**config.mk**
```make
export PLATFORM = sky130hd
export DESIGN_NAME = all_module
export DESIGN_NICKNAME = d
export VERILOG_FILES = /design/src/rtl/all_module.sv
export SDC_FILE = /design/constraint.sdc
export NUM_CORES = 1
export LEC_CHECK = 0
export BUFFER_PORTS_ARGS = -buffer_cell sky130_fd_sc_hd__buf_2
export CAP_MARGIN = 20
export CORE_AREA = 2 2 39 41
export CTS_BUF_LIST = sky130_fd_sc_hd__clkbuf_8
export DETAILED_ROUTE_END_ITERATION = 10
export DIE_AREA = 0 0 41 43
export GPL_TIMING_DRIVEN = 0
export PLACE_DENSITY = 0.6
export SLEW_MARGIN = 20
export SYNTH_ARGS = -nofsm -noshare
export SYNTH_HDL_FRONTEND = slang
export SYNTH_SLANG_ARGS = --single-unit
```
**constraint.sdc**
```tcl
create_clock -name clk -period 1.8 [get_ports clk]
set_input_delay 0 -clock clk [delete_from_list [all_inputs] [get_ports clk]]
set_output_delay 0 -clock clk [all_outputs]
set_load 0.01 [all_outputs]
```
**src/rtl/all_module.sv**
```systemverilog
// Programmable 3-input Boolean function unit with input-coverage tracking.
// y is a truth-table lookup of {a,b,c}. y_q is a registered copy of y.
// seen records which of the 8 input combinations have occurred, and
// all_seen flags full coverage.
module all_module #(
    parameter logic [7:0] TRUTH_TABLE = 8'b1110_1000,
    parameter logic       RESET_Y     = 1'b0
) (
    input  logic       clk,
    input  logic       rst,
    input  logic       a,
    input  logic       b,
    input  logic       c,
    input  logic       clear,
    output logic       y,
    output logic       y_q,
    output logic [7:0] seen,
    output logic       all_seen
);

    logic [2:0] idx;
    logic       y_q_d;
    logic       y_q_q;
    logic [7:0] seen_d;
    logic [7:0] seen_q;

    assign idx = {a, b, c};

    // Zero-latency lookup; independent of clk and rst.
    always_comb begin
        y = TRUTH_TABLE[idx];
    end

    // Next-state: clear has priority over the same-cycle sample, and seen bits are sticky.
    always_comb begin
        y_q_d  = y;
        seen_d = seen_q | (8'h01 << idx);
        if (clear) begin
            seen_d = 8'h00;
        end
    end

    // Registered result and coverage state, cleared asynchronously on reset.
    always_ff @(posedge clk or posedge rst) begin
        if (rst) begin
            y_q_q  <= RESET_Y;
            seen_q <= 8'h00;
        end else begin
            y_q_q  <= y_q_d;
            seen_q <= seen_d;
        end
    end

    assign y_q      = y_q_q;
    assign seen     = seen_q;
    assign all_seen = &seen_q;

endmodule

```
; After elaboration in Yosys (flattened, before gate mapping)
; Memory sizes are Yosys's and may differ from the RTL's.
; Index checks and enable logic that the tools add are counted.
[op_classes]
n_lt_le_gt_ge = 1
n_shift = 1
n_mux = 2
bitwise = 1
n_reduce_logical = 1
[op_table]
columns = op, n
row1 = two-way mux 8 bit, 1
row2 = OR 8 bit, 1
row3 = AND reduction 8 bit, 1
row4 = "<< shifter 1 x 3 -> 8 bit, first input constant", 1
row5 = "< comparator 3 x 4 -> 1 bit, second input constant", 1
row6 = two-way mux 1 bit, 1
[totals]
reg_bits = 9
romBits = 8
inputBits = 6
output_inout_bits = 11
wordCells = 9
memories = 1
[mem_list]
columns = memory, words, word_bits, read_ports, rd_ports_with_merged_regs, wr, line_no
row1 = (no name shown), 8, 1, 1, 0, 0, 31  ; y = TRUTH_TABLE[idx];

; Logic depth before layout (Yosys ltp)
; Gate-level depths: netlist (run 1).
[logic_depth]
depth_word = 3
ltp_mapped = 3
ltp_nobuf = 2

; Worst setup path after synthesis (run 1)
; Ideal clock, no wire load.
[synth_path]
kind = reg2reg
startpoint = reg seen_q[7] (netlist: seen[7])
endpoint = reg seen_q[7] (netlist: seen[7])
setup_time_ns = 0.119
t_arrival_ns = 0.586
required_time_ns = 1.681
slack_ns = 1.095
stages_incl_launch_ff = 3
path_buffers = 0
synth_period_minus_slack_ns = 0.705
cell_sequence = dfrtp_1 a31oi_1 nor2_1
[synth_between]
elab_chain_cells = 2
[synth_lines]
columns = element, line_no
row1 = from (decl), 25  ; logic [7:0] seen_q;
row2 = from (signal assigned), 50  ; seen_q <= seen_d;
row3 = OR 8 bit, 37  ; seen_d = seen_q | (8'h01 << idx);
row4 = two-way mux 8 bit, 38  ; if (clear) begin
row5 = named net seen_d[7], 24  ; logic [7:0] seen_d;
; The timed path passes the listed nets, and every way through them passes these cells.

; Final worst setup path (run 1)
[layout_path]
startpoint = in clear
endpoint = reg seen_q[0] (netlist: seen[0])
[layout_between]
elab_chain_cells = 1
[layout_lines]
columns = element, line_no
row1 = from (decl), 14  ; input logic clear,
row2 = two-way mux 8 bit, 38
row3 = named net seen_d[0], 24
; The timed path passes the listed nets, and every way through them passes these cells.

==> results.sh, run 1 <==
export IMPL_syn_area_per_cell_um2=10.5
export IMPL_finalPower_uw=508
export IMPL_cts_root_buf="clkbuf_8"
export IMPL_timing_final_crit_share=0.564
export IMPL_insertion_delay_ps=230
export IMPL_intPower_uw=392
export IMPL_synth_nets=43
export IMPL_ys_seq_area_frac=0.579
export IMPL_status="complete, no violations"
export IMPL_detail_route_first_pass_iterations=4
export IMPL_cap_violations=0
export IMPL_ys_flop_type="dfrtp_1"
export IMPL_finalCriticalPeriod_ps=1020
export IMPL_rsz0062_at_grt="no"
export IMPL_yosysUniqueCellTypes=13
export IMPL_switching_share=0.229
export IMPL_h_tree_depth=1
export IMPL_worst_slew_pin_slew_ps=329
export IMPL_power_switching_uw=116
export IMPL_cp_end_kind="flip-flop"
export IMPL_drt_iter0_drc=3
export IMPL_synth_seq_cells=9
export IMPL_viasPerCell=4.41
export IMPL_timing_final_max_slew_violations=0
export IMPL_seq_area_um2=225
export IMPL_timing_rr_start="seen[7]"
export IMPL_setup_slack_ps=785
export IMPL_synth_most_common_cell="dfrtp_1"
export IMPL_area_delta_synth_final_pct=41.2
export IMPL_dieArea_um2=1760
export IMPL_finalSetupViolCount=0
export IMPL_comb_power_share=0.125
export IMPL_synth_top_area_frac=0.579
export IMPL_grt_ovfl_total=0
export IMPL_fmax_ghz=0.985
export IMPL_cts_path_max_buffers=2
export IMPL_place_gp_congestion=0.696
export IMPL_finalSetupTns_ps=0
export IMPL_cp_required_ps=1940
export IMPL_hold_path_class="in -> reg"
export IMPL_nFillCells=148
export IMPL_clock_sinks=9
export IMPL_die_x_um=41
export IMPL_fin_worst_skew_ps=0
export IMPL_io_pins=17
export IMPL_track_usage=0.101
export IMPL_cellPowerDensity_nw_per_um2=926
export IMPL_post_cts_buffers=0
export IMPL_yosys_area_top_type="dfrtp_1"
export IMPL_tritoncts="done"
export IMPL_cts_resized=0
export IMPL_synth_edf_count=0
export IMPL_vias=326
export IMPL_cp_data_arrival_time_ps=1150
export IMPL_seqPwrFrac=0.438
export IMPL_postCtsHoldBufs=2
export IMPL_syn_area_um2=389
export IMPL_multiInputGateArea_um2=123
export IMPL_drc=0
export IMPL_worstHoldStart="a"
export IMPL_wl_per_cell_um=10.3
export IMPL_die_h_um=43
export IMPL_slew_headroom=0.780
export IMPL_synth_area_leaders="dfrtp_1 (58%), o22ai_1 (8.0%), inv_1 (7.7%), nand2b_1 (4.8%), o32ai_2 (4.2%)"
export IMPL_hold_viol=0
export IMPL_n_antenna_cell=0
export IMPL_crit_path_max_fanout=10
export IMPL_dp_hpwl_um=594
export IMPL_post_place_ws_ps=1090
export IMPL_yosysWarnings=0
export IMPL_p_leak_nw=0.277
export IMPL_coreArea_um2=1380
export IMPL_synth_common_cells="dfrtp_1 (9), inv_1 (8), o22ai_1 (5)"
export IMPL_synthCells=37
export IMPL_drt_wl_total_um=759
export IMPL_async_flop_share=1.00
export IMPL_crit_path_start_kind="primary input"
export IMPL_fin_nets=65
export IMPL_path_clk_slew_ps=40
export IMPL_grt_max_degree=11
export IMPL_irDropWorstVdd_uv=387
export IMPL_rows=14
export IMPL_crit_type="in -> reg"
export IMPL_initial_core_util=0.281
export IMPL_grt_pass1_vias=265
export IMPL_grt_pass1_wl_um=1150
export IMPL_port_buffers=15
export IMPL_cp_startpoint="clear"
export IMPL_postRouteAntennaNets=0
export IMPL_numCtsBuffers=3
export IMPL_clkPwrFrac=0.437
export IMPL_antenna_found_initial=0
export IMPL_drive_gt1_frac=0.362
state kept, by name, indices dropped and copies added (netlist names):
register / cells
y_q: 1
seen: 8
kinds of logic after synthesis:
family | after synthesis | synth area share
AND/OR/NAND/NOR | 10 | 0.141
flip-flops | 9 | 0.579
AO/OA/AOI/OAI | 9 | 0.174
buffers and inverters | 9 | 0.106
worst max-delay path, cell delays in order:
cell and delay, ps:
dlygate4sd3_1 540, buf_6 140, or2_4 270, o32ai_2 190
cells in the final DEF, fill, tap and decap left out, drive strengths merged:
cell	n
inv	9
nand4	2
nand2	2
o22ai	5
dlygate4sd3	2
nor2	2
buf	16
o21ai	1
nand2b	3
clkbuf	3
a31oi	1
o32ai	2
or2	1
dfrtp	9
metrics by stage:
step                cells   util  cell area, µm²  hold WS, ps
floorplan              37      -             389         -172
global placement       68  0.350             484        -28.9
detailed placement     68  0.350             484        -24.4
CTS                    74  0.397             549         53.4
global route           74  0.397             549         76.4
finish                 74  0.397             549         49.8
layout make-up:
class	instances	area share
tap	16	0.0364
clock buffer	3	0.0752
sequential	9	0.410
timing repair buffer	17	0.173
multi-input combinational	19	0.223
inverter	8	0.0547
clock inverter	1	0.00683
buffer	1	0.0205
power groups by stage:
stage	registers [mW]	logic (mW)	clock network, mW
3_3_place_gp	0.225	0.0610	0
6_report	0.223	0.0635	0.222
2_1_floorplan	0.231	0.0282	0
3_5_place_dp	0.226	0.0612	0
4_1_cts	0.223	0.0649	0.228
5_1_grt	0.224	0.0713	0.240
final timing paths:
path,to,slack (ps),cells past startpoint
setup reg to reg,seen[7],1080,2
hold reg to reg,seen[6],550,2
hold / removal,seen[0],50,2
min in group asynchronous,seen[6],270,3
setup / recovery,seen[0],780,4
max in group asynchronous,seen[4],1290,3
metal layers:
layer | vias up | track usage | routed length (µm)
met4 | 0 | 0.0600 | 21
met2 | 13 | 0.138 | 330
li1 | 169 | - | -
met3 | 2 | 0.0314 | 58
met5 | - | 0 | 0
met1 | 142 | 0.135 | 349
Power figures use the tool's default switching activity.
==> inputs of run 2 (changes only) <==
Settings changed: PLACE_DENSITY 0.6 to 0.62.
Clock period 1.8 ns to 0.9 ns, I/O delays scaled along.
==> results.sh, run 2 (synthesis gave the netlist of run 1 again) <==
export IMPL_drt_iter0_drc=0
export IMPL_crit_type="reg -> out"
export IMPL_violations="negative setup slack"
export IMPL_place_gp_congestion=0.777
export IMPL_path_cells="nand4_1 > nor2_1 > buf_2"
export IMPL_cp_end_kind="primary output"
export IMPL_postRouteAntennaNets=0
export IMPL_status="complete, but fails checks"
export IMPL_crit_path_max_fanout=2
export IMPL_viasPerCell=4.59
export IMPL_dp_cells=68
export IMPL_cp_required_ps=900
export IMPL_vias=381
export IMPL_hold_path_class="in -> reg"
export IMPL_cap_violations=0
export IMPL_rows=14
export IMPL_stdcell_count=83
export IMPL_timing_final_max_slew_violations=0
export IMPL_io_pins=17
export IMPL_crit_family="flip-flops"
export IMPL_cts_root_buf="clkbuf_8"
export IMPL_die_h_um=43
export IMPL_holdWs_ps=59.7
export IMPL_dieArea_um2=1760
export IMPL_cts_path_max_buffers=2
export IMPL_initial_core_util=0.281
export IMPL_hold_viol=0
export IMPL_clock_sinks=9
export IMPL_design_area_um2=648
export IMPL_wl_met2_um=521
export IMPL_insertion_delay_ps=230
export IMPL_dp_hpwl_um=622
export IMPL_drt_wl_total_um=958
export IMPL_path_clk_slew_ps=50
export IMPL_finalCriticalPeriod_ps=924
export IMPL_fin_util=0.468
export IMPL_grt_max_degree=10
export IMPL_n_antenna_cell=0
export IMPL_cellPowerDensity_nw_per_um2=1670
export IMPL_coreArea_um2=1380
export IMPL_drc=0
export IMPL_post_place_ws_ps=193
export IMPL_antenna_found_initial=0
export IMPL_wl_met3_um=49
export IMPL_crit_path_start_kind="flip-flop"
export IMPL_drive_gt1_frac=0.433
export IMPL_h_tree_depth=1
export IMPL_irDropWorstVdd_uv=819
export IMPL_area_delta_synth_final_pct=66.6
export IMPL_finalSetupViolCount=1
export IMPL_numCtsBuffers=3
export IMPL_rsz0062_at_grt="yes"
export IMPL_layout_common_cells="buf_2 (11), dfrtp_1 (9), inv_1 (8)"
export IMPL_detail_route_first_pass_iterations=1
export IMPL_grt_pass1_wl_um=1520
export IMPL_nFillCells=142
export IMPL_finalPower_mw=1.08
export IMPL_grt_ovfl_total=0
export IMPL_timing_final_crit_share=1.03
export IMPL_cp_data_arrival_time_ps=920
export IMPL_grt_pass1_vias=383
export IMPL_critPathSlowestCell="dfrtp_1"
export IMPL_place_area_um2=484
export IMPL_p_leak_nw=0.325
export IMPL_fin_nets=74
export IMPL_worst_slew_pin_slew_ps=327
export IMPL_die_x_um=41
export IMPL_wl_per_cell_um=11.5
export IMPL_setup_slack_ps=-24.0
export IMPL_final_common_cell="buf_2"
export IMPL_fmax_ghz=1.08
export IMPL_top_layer="met4"
export IMPL_tritoncts="done"
export IMPL_met1Wirelength_um=373
export IMPL_critPathMaxStageDelay_ps=360
export IMPL_track_usage=0.132
export IMPL_slew_headroom=0.782
export IMPL_finalSetupTns_ps=-24.0
export IMPL_fin_worst_skew_ps=0
export IMPL_cp_num_buf_inv=1
export IMPL_largest_reg_flops=8
export IMPL_port_buffers=15
run 2: final cells by class:
| class | instances | area [µm²] | share of cell area |
|---|---|---|---|
| Timing Repair Buffer | 26 | 193 | 0.297 |
| Tap cell | 16 | 20.0 | 0.0309 |
| Buffer | 1 | 11.3 | 0.0174 |
| Clock buffer | 3 | 41.3 | 0.0637 |
| Clock inverter | 1 | 5.00 | 0.00772 |
| Inverter | 8 | 30.0 | 0.0463 |
| Multi-Input combinational cell | 19 | 123 | 0.189 |
| Sequential cell | 9 | 225 | 0.347 |
run 2: final timing paths:
| check | start | to | slack (ps) | depth (start not counted) |
|---|---|---|---|---|
| worst max-delay path | seen[2] | all_seen | -20 | 3 |
| worst min-delay path | a | seen[0] | 60 | 2 |
| worst max register to register | seen[7] | seen[7] | 70 | 3 |
| worst min register to register | seen[6] | seen[6] | 570 | 2 |
| max in group asynchronous | rst | seen[2] | 390 | 3 |
| min in group asynchronous | rst | seen[7] | 260 | 3 |
run 2: layer usage:
metal / up-vias / track usage
li1: 189 / -
met1: 176 / 0.136
met2: 14 / 0.222
met3: 2 / 0.0471
met4: 0 / 0.0600
met5: - / 0
run 2: report_power, final:
part           switching [mW]  internal (mW)
Clock                   0.157          0.301
Sequential             0.0135          0.430
Combinational          0.0837         0.0958
run 2: repair_timing:
item,4_1_cts,5_1_grt
gates cloned,0,0
hold buffers,4,0
hold endpoints to repair,12,0
setup endpoints to repair,1,5
resized for setup,0,4
setup buffers,7,0
pin swaps,2,0
==> inputs of run 3 (changes only) <==
Settings changed: CELL_PAD_IN_SITES_DETAIL_PLACEMENT set to 0, CELL_PAD_IN_SITES_GLOBAL_PLACEMENT set to 2, CORE_AREA 2 2 39 41 to not set, CORE_MARGIN set to 2, CORE_UTILIZATION set to 24, DIE_AREA 0 0 41 43 to not set, PLACE_DENSITY 0.62 to 0.79.
==> results.sh, run 3 (synthesis gave the netlist of run 1 again) <==
export IMPL_status="complete, but fails checks"
export IMPL_violations="negative setup slack"
export IMPL_cp_num_buf_inv=1
export IMPL_drive_gt1_frac=0.406
export IMPL_cellPowerDensity_nw_per_um2=1710
export IMPL_antenna_found_initial=0
export IMPL_drt_iter0_drc=1
export IMPL_tritoncts="done"
export IMPL_drc=0
export IMPL_largest_reg_flops=8
export IMPL_hold_viol=0
export IMPL_intPower_uw=807
export IMPL_comb_power_share=0.155
export IMPL_port_buffers=15
export IMPL_finalCriticalPeriod_ps=915
export IMPL_crit_path_max_fanout=2
export IMPL_crit_path_start_kind="flip-flop"
export IMPL_worst_slew_pin_slew_ps=350
export IMPL_drt_wl_total_um=941
export IMPL_use_met1=0.166
export IMPL_ff2ff_setup_slack_ps=80
export IMPL_viasPerCell=4.59
export IMPL_initial_core_util=0.258
export IMPL_numCtsBuffers=3
export IMPL_finalSetupTns_ps=-14.8
export IMPL_area_delta_synth_final_pct=56.6
export IMPL_cts_root_buf="clkbuf_8"
export IMPL_cap_violations=0
export IMPL_detail_route_first_pass_iterations=2
export IMPL_fin_nets=71
export IMPL_grt_ovfl_total=0
export IMPL_finalSetupViolCount=1
export IMPL_clkPwrFrac=0.420
export IMPL_wl_per_cell_um=11.8
export IMPL_track_usage=0.115
export IMPL_busiest_layer="met1"
export IMPL_place_area_um2=484
export IMPL_path_cells="nand4_1 > nor2_1 > buf_2"
export IMPL_die_x_um=44.3
export IMPL_place_gp_congestion=0.657
export IMPL_use_met2=0.153
export IMPL_final_common_cell="buf_2"
export IMPL_use_met3=0.0367
export IMPL_io_pins=17
export IMPL_power_switching_uw=238
export IMPL_dieArea_um2=1960
export IMPL_nFillCells=159
export IMPL_cp_required_ps=900
export IMPL_slew_headroom=0.766
export IMPL_crit_family="flip-flops"
export IMPL_seqPwrFrac=0.424
export IMPL_clock_sinks=9
export IMPL_setup_slack_ps=-14.8
export IMPL_p_leak_nw=0.310
export IMPL_grt_pass1_vias=352
export IMPL_h_tree_depth=1
export IMPL_insertion_delay_ps=230
export IMPL_fin_worst_skew_ps=0
export IMPL_crit_type="reg -> out"
export IMPL_grt_max_degree=10
export IMPL_coreArea_um2=1510
export IMPL_switching_share=0.228
export IMPL_rsz0062_at_grt="yes"
export IMPL_cp_end_kind="primary output"
export IMPL_postRouteAntennaNets=0
export IMPL_timing_final_max_slew_violations=0
export IMPL_critPathSlowestCell="dfrtp_1"
export IMPL_vias=367
export IMPL_irDropWorstVdd_uv=710
export IMPL_timing_final_crit_share=1.02
export IMPL_n_antenna_cell=0
export IMPL_cts_path_max_buffers=2
export IMPL_finalPower_mw=1.04
export IMPL_design_area_um2=609
export IMPL_layout_common_cells="buf_2 (13), inv_1 (9), dfrtp_1 (9)"
export IMPL_die_h_um=44.3
export IMPL_rows=14
export IMPL_fmax_ghz=1.09
export IMPL_hold_path_class="in -> reg"
export IMPL_cp_data_arrival_time_ps=910
export IMPL_dp_hpwl_um=630
export IMPL_path_clk_slew_ps=40
export IMPL_grt_pass1_wl_um=1610
export IMPL_critPathMaxStageDelay_ps=350
==> run 3: cell count changes in the layout (fill, tap and decap cells not counted), sizes merged <==
cell / previous run / this run
clkinv: 1 / 0
buf: 23 / 21
dlygate4sd3: 4 / 3
inv: 8 / 9
==> run 3: worst reg2reg max path, cell delays in order (launching register included) <==
cell and delay (ps):
dfrtp_1 380, buf_4 150, a31oi_1 140, nor2_1 50
==> run 3: power groups by stage <==
stage	Combinational [mW]	Clock, mW	Sequential (mW)
2_1_floorplan	0.0564	0	0.462
3_3_place_gp	0.124	0	0.451
3_5_place_dp	0.124	0	0.452
4_1_cts	0.156	0.457	0.443
5_1_grt	0.181	0.480	0.445
6_report	0.162	0.439	0.443
==> run 3: layout make-up <==
class / count / area, µm² / area share
inverter: 8 / 30.0 / 0.0493
clock inverter: 1 / 3.75 / 0.00616
clock buffer: 3 / 41.3 / 0.0678
buffer: 1 / 11.3 / 0.0185
timing repair buffer: 23 / 155 / 0.255
sequential: 9 / 225 / 0.370
multi-input combinational: 19 / 123 / 0.201
tap: 16 / 20.0 / 0.0329
==> run 3: path summary, 6_finish.rpt <==
kind	endpoint	startpoint	depth (start not counted)
setup / recovery	all_seen	seen[0]	3
hold / removal	seen[0]	b	2
setup reg to reg	seen[7]	seen[7]	3
hold reg to reg	seen[5]	seen[5]	2
max in group asynchronous	seen[4]	rst	3
min in group asynchronous	seen[1]	rst	3
==> run 3: stage by stage <==
step / utilization / worst slack (ps) / instances / hold WS, ps
after detailed placement: 0.321 / 196 / 68 / -22.7
after CTS: 0.396 / -14.7 / 80 / 65.7
final: 0.404 / -14.8 / 80 / 78.7
after floorplan: - / 195 / 37 / -172
after global placement: 0.321 / 190 / 68 / -26.2
after global routing: 0.404 / -75.0 / 80 / 88.8
==> run 3: routing by layer <==
layer / wire [µm] / share of wire
met1: 450 / 0.48
met2: 423 / 0.45
met3: 57 / 0.061
met4: 10 / 0.011
met5: 0 / 0
==> run 3: repair_timing <==
item	CTS	global route
setup buffers	5	0
pin swaps	3	1
setup endpoints to repair	1	3
gates resized for setup	0	2
endpoints found under the hold margin	12	0
hold buffers	3	0
